===== config.mk =====
export PLATFORM = sky130hd
export DESIGN_NAME = fir_deconv
export DESIGN_NICKNAME = d
export VERILOG_FILES = /design/src/rtl/fir_pkg.sv /design/src/rtl/fir_history_reg.sv /design/src/rtl/fir_deconv.sv
export SDC_FILE = /design/constraint.sdc
export NUM_CORES = 1
export LEC_CHECK = 0
export ABC_CLOCK_PERIOD_IN_PS = 8000
export CAP_MARGIN = 15
export CELL_PAD_IN_SITES_DETAIL_PLACEMENT = 1
export CELL_PAD_IN_SITES_GLOBAL_PLACEMENT = 2
export CORE_ASPECT_RATIO = 1.1
export CORE_MARGIN = 2
export CORE_UTILIZATION = 41
export CTS_CLUSTER_DIAMETER = 150
export DETAILED_ROUTE_END_ITERATION = 8
export DONT_BUFFER_PORTS = 1
export PLACE_DENSITY = 0.78
export SLEW_MARGIN = 40
export SYNTH_ARGS = -nofsm -noshare
export SYNTH_HDL_FRONTEND = slang
export SYNTH_SLANG_ARGS = --single-unit

===== constraint.sdc =====
create_clock -name clk -period 8 [get_ports clk]
set_input_delay 2.4 -clock clk [delete_from_list [all_inputs] [get_ports clk]]
set_output_delay 2.4 -clock clk [all_outputs]
set_load 0.01 [all_outputs]

===== src/rtl/fir_pkg.sv =====
// Shared constants and types for the 4-tap FIR deconvolution path.
// The inverse filter relies on H[0]==1 so no division is ever needed.
package fir_pkg;
  localparam int N_TAPS      = 4;
  localparam int DATA_WIDTH  = 16;
  localparam int COEFF_WIDTH = 16;

  typedef logic signed [COEFF_WIDTH-1:0] coef_t;

  localparam coef_t H [0:N_TAPS-1] = '{coef_t'(1), coef_t'(2), coef_t'(3), coef_t'(4)};

  typedef enum logic [1:0] {
    IDLE = 2'd0,
    MAC  = 2'd1,
    OUT  = 2'd2
  } state_t;

  function automatic bit h0_is_one();
    return H[0] == coef_t'(1);
  endfunction
endpackage


===== src/rtl/fir_history_reg.sv =====
// Shift register of previously recovered samples xh[1..DEPTH], newest in xh[1].
// Indexed read returns zero for an index outside 1..DEPTH.
module fir_history_reg #(
  parameter int DEPTH  = 3,
  parameter int DATA_W = 16,
  parameter int IW     = 2
) (
  input  logic              clk,
  input  logic              rst_n,
  input  logic              clear,
  input  logic              push,
  input  logic [DATA_W-1:0] din,
  input  logic [IW-1:0]     idx,
  output logic [DATA_W-1:0] dout
);
  logic [DATA_W-1:0] xh [1:DEPTH];

  always_ff @(posedge clk or negedge rst_n) begin
    if (!rst_n) begin
      for (int j = 1; j <= DEPTH; j++) xh[j] <= '0;
    end else if (clear) begin
      for (int j = 1; j <= DEPTH; j++) xh[j] <= '0;
    end else if (push) begin
      xh[1] <= din;
      for (int j = 2; j <= DEPTH; j++) xh[j] <= xh[j-1];
    end
  end

  always_comb begin
    dout = '0;
    for (int j = 1; j <= DEPTH; j++) begin
      if (int'(idx) == j) dout = xh[j];
    end
  end
endmodule


===== src/rtl/fir_deconv.sv =====
// Inverse of the FIR h=[1,2,3,4]: x[n] = y[n] - sum_{k>=1} H[k]*x[n-k], mod 2^DATA_W.
// One shared multiplier walks taps 1..N-1 serially, then holds the result for the sink.
module fir_deconv
  import fir_pkg::*;
#(
  parameter int N      = N_TAPS,
  parameter int DATA_W = DATA_WIDTH,
  parameter int COEF_W = COEFF_WIDTH
) (
  input  logic              clk,
  input  logic              rst_n,
  input  logic              clear,
  input  logic              in_valid,
  output logic              in_ready,
  input  logic [DATA_W-1:0] y_in,
  output logic              out_valid,
  input  logic              out_ready,
  output logic [DATA_W-1:0] x_out,
  output logic              busy
);
  localparam int KW = (N > 2) ? $clog2(N) : 1;
  localparam logic [KW-1:0] K_LAST = KW'(N - 1);

  if (!h0_is_one()) begin : g_h0_check
    $error("fir_deconv: H[0] must be 1 for exact inversion");
  end

  // Products wrap to DATA_W bits; two's complement makes signed/unsigned identical.
  function automatic logic signed [DATA_W-1:0] mac_sub(
    input logic signed [DATA_W-1:0] a,
    input logic signed [COEF_W-1:0] c,
    input logic signed [DATA_W-1:0] x
  );
    logic signed [DATA_W+COEF_W-1:0] p;
    p = c * x;
    return a - $signed(p[DATA_W-1:0]);
  endfunction

  state_t                    state;
  logic signed [DATA_W-1:0]  acc;
  logic        [KW-1:0]      k;
  logic        [DATA_W-1:0]  xh_k;
  logic signed [DATA_W-1:0]  acc_nxt;
  logic                      push;

  assign acc_nxt  = mac_sub(acc, H[k], $signed(xh_k));
  assign push     = (state == MAC) && (k == K_LAST) && !clear;
  assign in_ready = (state == IDLE) && !clear;
  assign busy     = (state != IDLE);

  fir_history_reg #(
    .DEPTH  (N - 1),
    .DATA_W (DATA_W),
    .IW     (KW)
  ) u_hist (
    .clk   (clk),
    .rst_n (rst_n),
    .clear (clear),
    .push  (push),
    .din   (acc_nxt),
    .idx   (k),
    .dout  (xh_k)
  );

  always_ff @(posedge clk or negedge rst_n) begin
    if (!rst_n) begin
      state     <= IDLE;
      acc       <= '0;
      k         <= '0;
      x_out     <= '0;
      out_valid <= 1'b0;
    end else if (clear) begin
      state     <= IDLE;
      acc       <= '0;
      k         <= '0;
      out_valid <= 1'b0;
    end else begin
      case (state)
        IDLE: begin
          if (in_valid && in_ready) begin
            acc   <= $signed(y_in);
            k     <= KW'(1);
            state <= MAC;
          end
        end
        MAC: begin
          acc <= acc_nxt;
          if (k == K_LAST) begin
            x_out     <= acc_nxt;
            out_valid <= 1'b1;
            k         <= '0;
            state     <= OUT;
          end else begin
            k <= k + KW'(1);
          end
        end
        OUT: begin
          if (out_valid && out_ready) begin
            out_valid <= 1'b0;
            state     <= IDLE;
          end
        end
        default: state <= IDLE;
      endcase
    end
  end
endmodule


; ---- Word-level counts from Yosys, hierarchy flattened
; Index checks and enable logic that the tools add are counted.
[totals]
ff_bits = 85
in_bits = 21
out_inout_bits = 19
[classes]
add_sub_neg = 2
multipliers = 1
order_cmp = 1
eq_ne = 9
mux = 23
bitwise_logic = 2
reduce_logical = 15
[ops]
columns = operator, count
row1 = 16-bit 2-to-1 mux, 7
row2 = 48-bit 2-to-1 mux, 2
row3 = 16-bit binary-select mux with 2-bit select, 1
row4 = 16-bit one-hot mux with 2 select lines, 1
row5 = 16-bit by 16-bit multiplier with 16-bit output, 1
row6 = 16-bit subtractor, 1
row7 = 2-bit 2-to-1 mux, 6
row8 = 3-bit AND reduction, 3
row9 = 2-bit equality test (second input constant), 4
row10 = 3-bit by 2-bit != test with 1-bit output (second input constant), 2
row11 = 2-bit one-hot mux with 3 select lines, 1
row12 = 3-bit nonzero test, 2
row13 = 1-bit logical AND, 5
row14 = 2-bit by 1-bit equality test with 1-bit output (second input constant), 2
row15 = 2-bit one-hot mux with 2 select lines, 1
row16 = 2-bit nonzero test, 2
row17 = 3-bit >= comparator (second input constant), 1
row18 = 1-bit 2-to-1 mux, 3
row19 = 3-bit != test (second input constant), 1
row20 = 2-bit inverter with 3-bit output, 1
row21 = 2-bit by 1-bit adder with 2-bit output (second input constant), 1
row22 = 2-bit logical NOT, 1
row23 = 1-bit one-hot mux with 2 select lines, 1
row24 = 2-bit AND reduction, 1
row25 = 2 further kinds, 2

; ---- Logic depth before layout (Yosys ltp)
[logic_depth]
depth_word = 8
ltp_mapped = 27
ltp_nobuf = 25

; ---- By module
; From an unflattened synthesis, not the netlist that was laid out.
[unflattened]
cells_unflattened = 684
hier_area_um2 = 6752.7
[by_module_without_submodules]
columns = mod, n_inst, cells_each, area_per_inst_um2
row1 = fir_deconv, 1, 490, 4381.7
row2 = fir_history_reg, 1, 194, 2371.0

; ---- Worst setup path after synthesis
; Ideal clock, no wire load.
[synth_path]
kind = register to register
from = register k[0]
to = register acc[14]
setup_ns = 0.150
arrival_time_ns = 5.444
required_ns = 7.850
path_slack_ns = 2.405
path_stages_with_launch = 25
period_less_slack_ns = 5.595
path_cell_list = dfrtp_1 -> inv_1 -> ha_1 -> buf_6 -> clkbuf_1 -> clkbuf_1 -> a21oi_1 -> nor2_1 -> o21ai_0 -> fa_1 -> inv_1 -> ha_1 -> ha_1 -> ha_1 -> ha_1 -> fa_1 -> inv_1 -> ha_1 -> o21a_1 -> o21ai_0 -> nand2b_1 -> and3_1 -> and4_1 -> o41ai_1 -> a211oi_1
[synth_between]
elab_chain_len = 8
elab_cells_between_ends = 14
cone_classes = 1 x add/sub / 1 x mul / 3 x eq/ne / 8 x mux / 1 x bitwise
[synth_lines]
columns = element, line_no
row1 = "start, declared", fir_deconv.sv:41  ; logic [KW-1:0] k;
row2 = "start signal, assigned", fir_deconv.sv:94  ; k <= k + KW'(1);
row3 = 2-bit equality test / 2-bit inverter with 3-bit output (equally long branches), "fir_history_reg.sv:32, fir_deconv.sv:46"
row4 = 16-bit 2-to-1 mux / 16-bit binary-select mux with 2-bit select (equally long branches), "fir_history_reg.sv:32, fir_deconv.sv:46"
row5 = "16-bit 2-to-1 mux, on equally long branches (2 in a row)", "fir_history_reg.sv:32, fir_deconv.sv:46"
row6 = 16-bit by 16-bit multiplier with 16-bit output (*), fir_deconv.sv:35  ; p = c * x;
row7 = 16-bit subtractor (*), fir_deconv.sv:36  ; return a - $signed(p[DATA_W-1:0]);
row8 = 16-bit one-hot mux with 2 select lines (*), fir_deconv.sv:78  ; case (state)
row9 = 16-bit 2-to-1 mux (*), fir_deconv.sv:72  ; end else if (clear) begin
row10 = "end signal, assigned", fir_deconv.sv:81  ; acc <= $signed(y_in);
row11 = "end signal, assigned", fir_deconv.sv:87  ; acc <= acc_nxt;
row12 = "end, declared", fir_deconv.sv:40  ; logic signed [DATA_W-1:0] acc;
; Mark *: on every way between the ends. The rest lies on a longest branch, timed or not. The select of a mux whose other input is x is not followed.
; A chain may end at the register's enable or synchronous reset.

; ---- Final worst setup path
; Same ends and word-level chain as after synthesis.

==> flow_summary.toml <==
[outcome]
status = "completed"

[synthesis]
synthesis.area_um2 = 6410
yosysWarnings = 0
synth.avg_cell_area_um2 = 9.40
yosysUniqueCellTypes = 60
syn_nets = 807
ys_async_sr_fraction_pct = 100
synth-seq-area-share_pct = 33.2
postSynthCellCount = 682
synth_seq_cells = 85
synth_edf_count = 0
ys.flop_type = "dfrtp_1"

[clock_network]
ctsResizeCount = 0
tritoncts = "built"
clk_latency_ns = 0.35
root_buffer = "clkbuf_16"
cts_hold_buf = 0
cts_made_buffers = 9
cts_setup_buffers = 0
cts.sinks = 85
htree_levels = 3
ctsLongestPathBuffers = 2
clk_pin_slew_ns = 0.07

[finish]
layout-drive-gt1-share_pct = 6.07
layout_common_cells = "dfrtp_1 (85), nand2_1 (83), ha_1 (78), inv_1 (72)"
nets = 796
antennaDiodeCount = 0
synthToLayoutAreaGrowth_pct = 7.65
n_fill_cell = 1742
final_area_um2 = 6900
utilization_pct = 45.5
layout_commonest_cell = "dfrtp_1"

[critical_path]
crit_chain = "inv_1 -> ha_1 -> buf_4 -> nand2_1 -> o21ai_0 -> a21o_1 -> o21ai_0 -> fa_1 -> inv_1 -> ha_1 -> ha_1 -> ha_1 -> ha_1 -> fa_1 -> inv_1 -> ha_1 -> o21a_1 -> o21ai_0 -> nand2b_1 -> and3_1 -> and4_1 -> o41ai_1 -> a211oi_1"
end_kind = "flip-flop"
worstSetupEndpoint = "acc[14]"
path_delay_family = "adder cells"
start_kind = "flip-flop"
criticalPathCategory = "reg -> reg"
crit_arrival_ns = 6.39
r2r_start = "k[0]"
rrSetupSlack_ns = 1.83
cp_max_fo = 21
worstPathRequired_ns = 8.22
cp_slowest_cell = "ha_1"
startpoint = "k[0]"
cp_common_cell = "ha_1"
critical_path_buf_inv_count = 4
cp.depth = 23
reg2reg_depth = 23
max_stage_delay_ns = 0.56
r2r-end = "acc[14]"

[routing]
drtIter0Drc = 223
vias_per_cell = 5.62
vias = 4899
wl_per_cell_um = 19.7
ant_nets = 0
drc = 0
wl_mm = 17.2
firstDrtPassIters = 4

[hold_path]
hold_depth = 2
min_from = "acc[9]"
hold_path.class = "reg -> reg"

[global_routing]
grt_pass1_vias = 5322
grt_usage_pct = 22.3
grt_max_degree = 86
grt_pass1_wl_mm = 28.2
grt.overflow.total = 0
antenna_found_initial = 0

[timing]
rsz0062_at_grt = "no"
fin_worst_skew_ns = 0.0105
fmax_mhz = 162
maxSlewViolCount = 0
finalCritPeriodShare_pct = 77.1
worstMarginPinSlew_ns = 0.740
fin_ws_ns = 1.83
finalHoldViolations = 0
maxSlewHeadroom_pct = 50.7
finalSetupViolCount = 0
tns_ns = 0
fin_crit_ns = 6.17

[flow_run]
maxCapViolations = 0

[floorplan]
start_util_pct = 42.2
io_pins = 40
die_height_um = 135
fp.dieArea_um2 = 16600
die_x_um = 123
rows = 47
core_area_um2 = 15200

[placement]
place_area_um2 = 6630
port_buffers = 0
dp_hpwl_mm = 13.3
routabilityCongestion = 0.845
dp_slack_ns = 1.72

[power]
p_total_w = 0.00155
p_leak_nw = 3.50
powerDensity_nw_per_um2 = 225
ir_worst_vdd_v = 0.000137
==> synth_stat cells (all sizes together), types with 12 or more instances <==
master	number	share of area [%]
dfrtp	85	33
nand2	83	4.9
ha	79	15
inv	73	4.3
o21ai	47	3.7
nor2	43	2.5
a22o	37	5.1
a21oi	28	2.2
fa	25	7.8
clkbuf	24	1.4
and2	20	2.0
xnor2	13	1.8
nor2b	12	1.2
==> final cells by class <==
| cell class | instances | area, µm² | area share [%] |
|---|---|---|---|
| Clock buffer | 11 | 233 | 3.37 |
| Inverter | 73 | 274 | 3.97 |
| Clock inverter | 5 | 35.0 | 0.508 |
| Sequential cell | 85 | 2130 | 30.8 |
| Timing Repair Buffer | 9 | 82.6 | 1.20 |
| Multi-Input combinational cell | 493 | 3900 | 56.6 |
| Tap cell | 196 | 245 | 3.55 |
==> where the power goes <==
part	internal [W]	switching, W
clock network	0.000212	0.000188
logic	0.000219	0.000414
registers	0.000472	0.0000460
==> worst min path at each step <==
stage	endpoint	slack [ns]
floorplan	acc[9]	0.45
global placement	acc[9]	0.46
detailed placement	acc[9]	0.47
CTS	acc[9]	0.49
global route	acc[9]	0.52
finish	acc[9]	0.48
==> routing by layer <==
metal  up-vias  GRT usage (%)  part of all wire [%]
li1       2312              -                     -
met1      2469           26.9                    42
met2        81           39.2                    52
met3        37           3.97                   2.6
met4         0           8.52                   3.3
met5         -              0                     0
==> registers in the layout (all words and copies together), names as in the netlist <==
name and cells:
k 2, u_hist.xh 48, acc 16, x_out 16
state 2, out_valid 1
==> logic make-up (layout without fill, tap and decap cells) <==
family	Yosys count	after routing	share of synthesized area, %
flops	85	85	33.2
buf+inv	104	98	6.29
fa+ha+maj	104	104	23.2
compound gates	168	168	18.7
xor+xnor	21	21	3.08
mux	7	7	1.21
simple gates	193	193	14.3
==> metrics by stage <==
| stage | cells | hold WS, ns |
|---|---|---|
| after floorplan | 682 | 0.448 |
| after global placement | 854 | 0.462 |
| after detailed placement | 856 | 0.471 |
| after CTS | 872 | 0.489 |
| after global routing | 872 | 0.517 |
| final | 872 | 0.484 |
==> worst min-delay path, delay by kind of cell, from the launching register on <==
kind            cells  cell delay (ns)
simple gates        1             0.06
compound gates      1             0.05
flops               1             0.34
No activity file was read; power rests on OpenSTA's default activity.
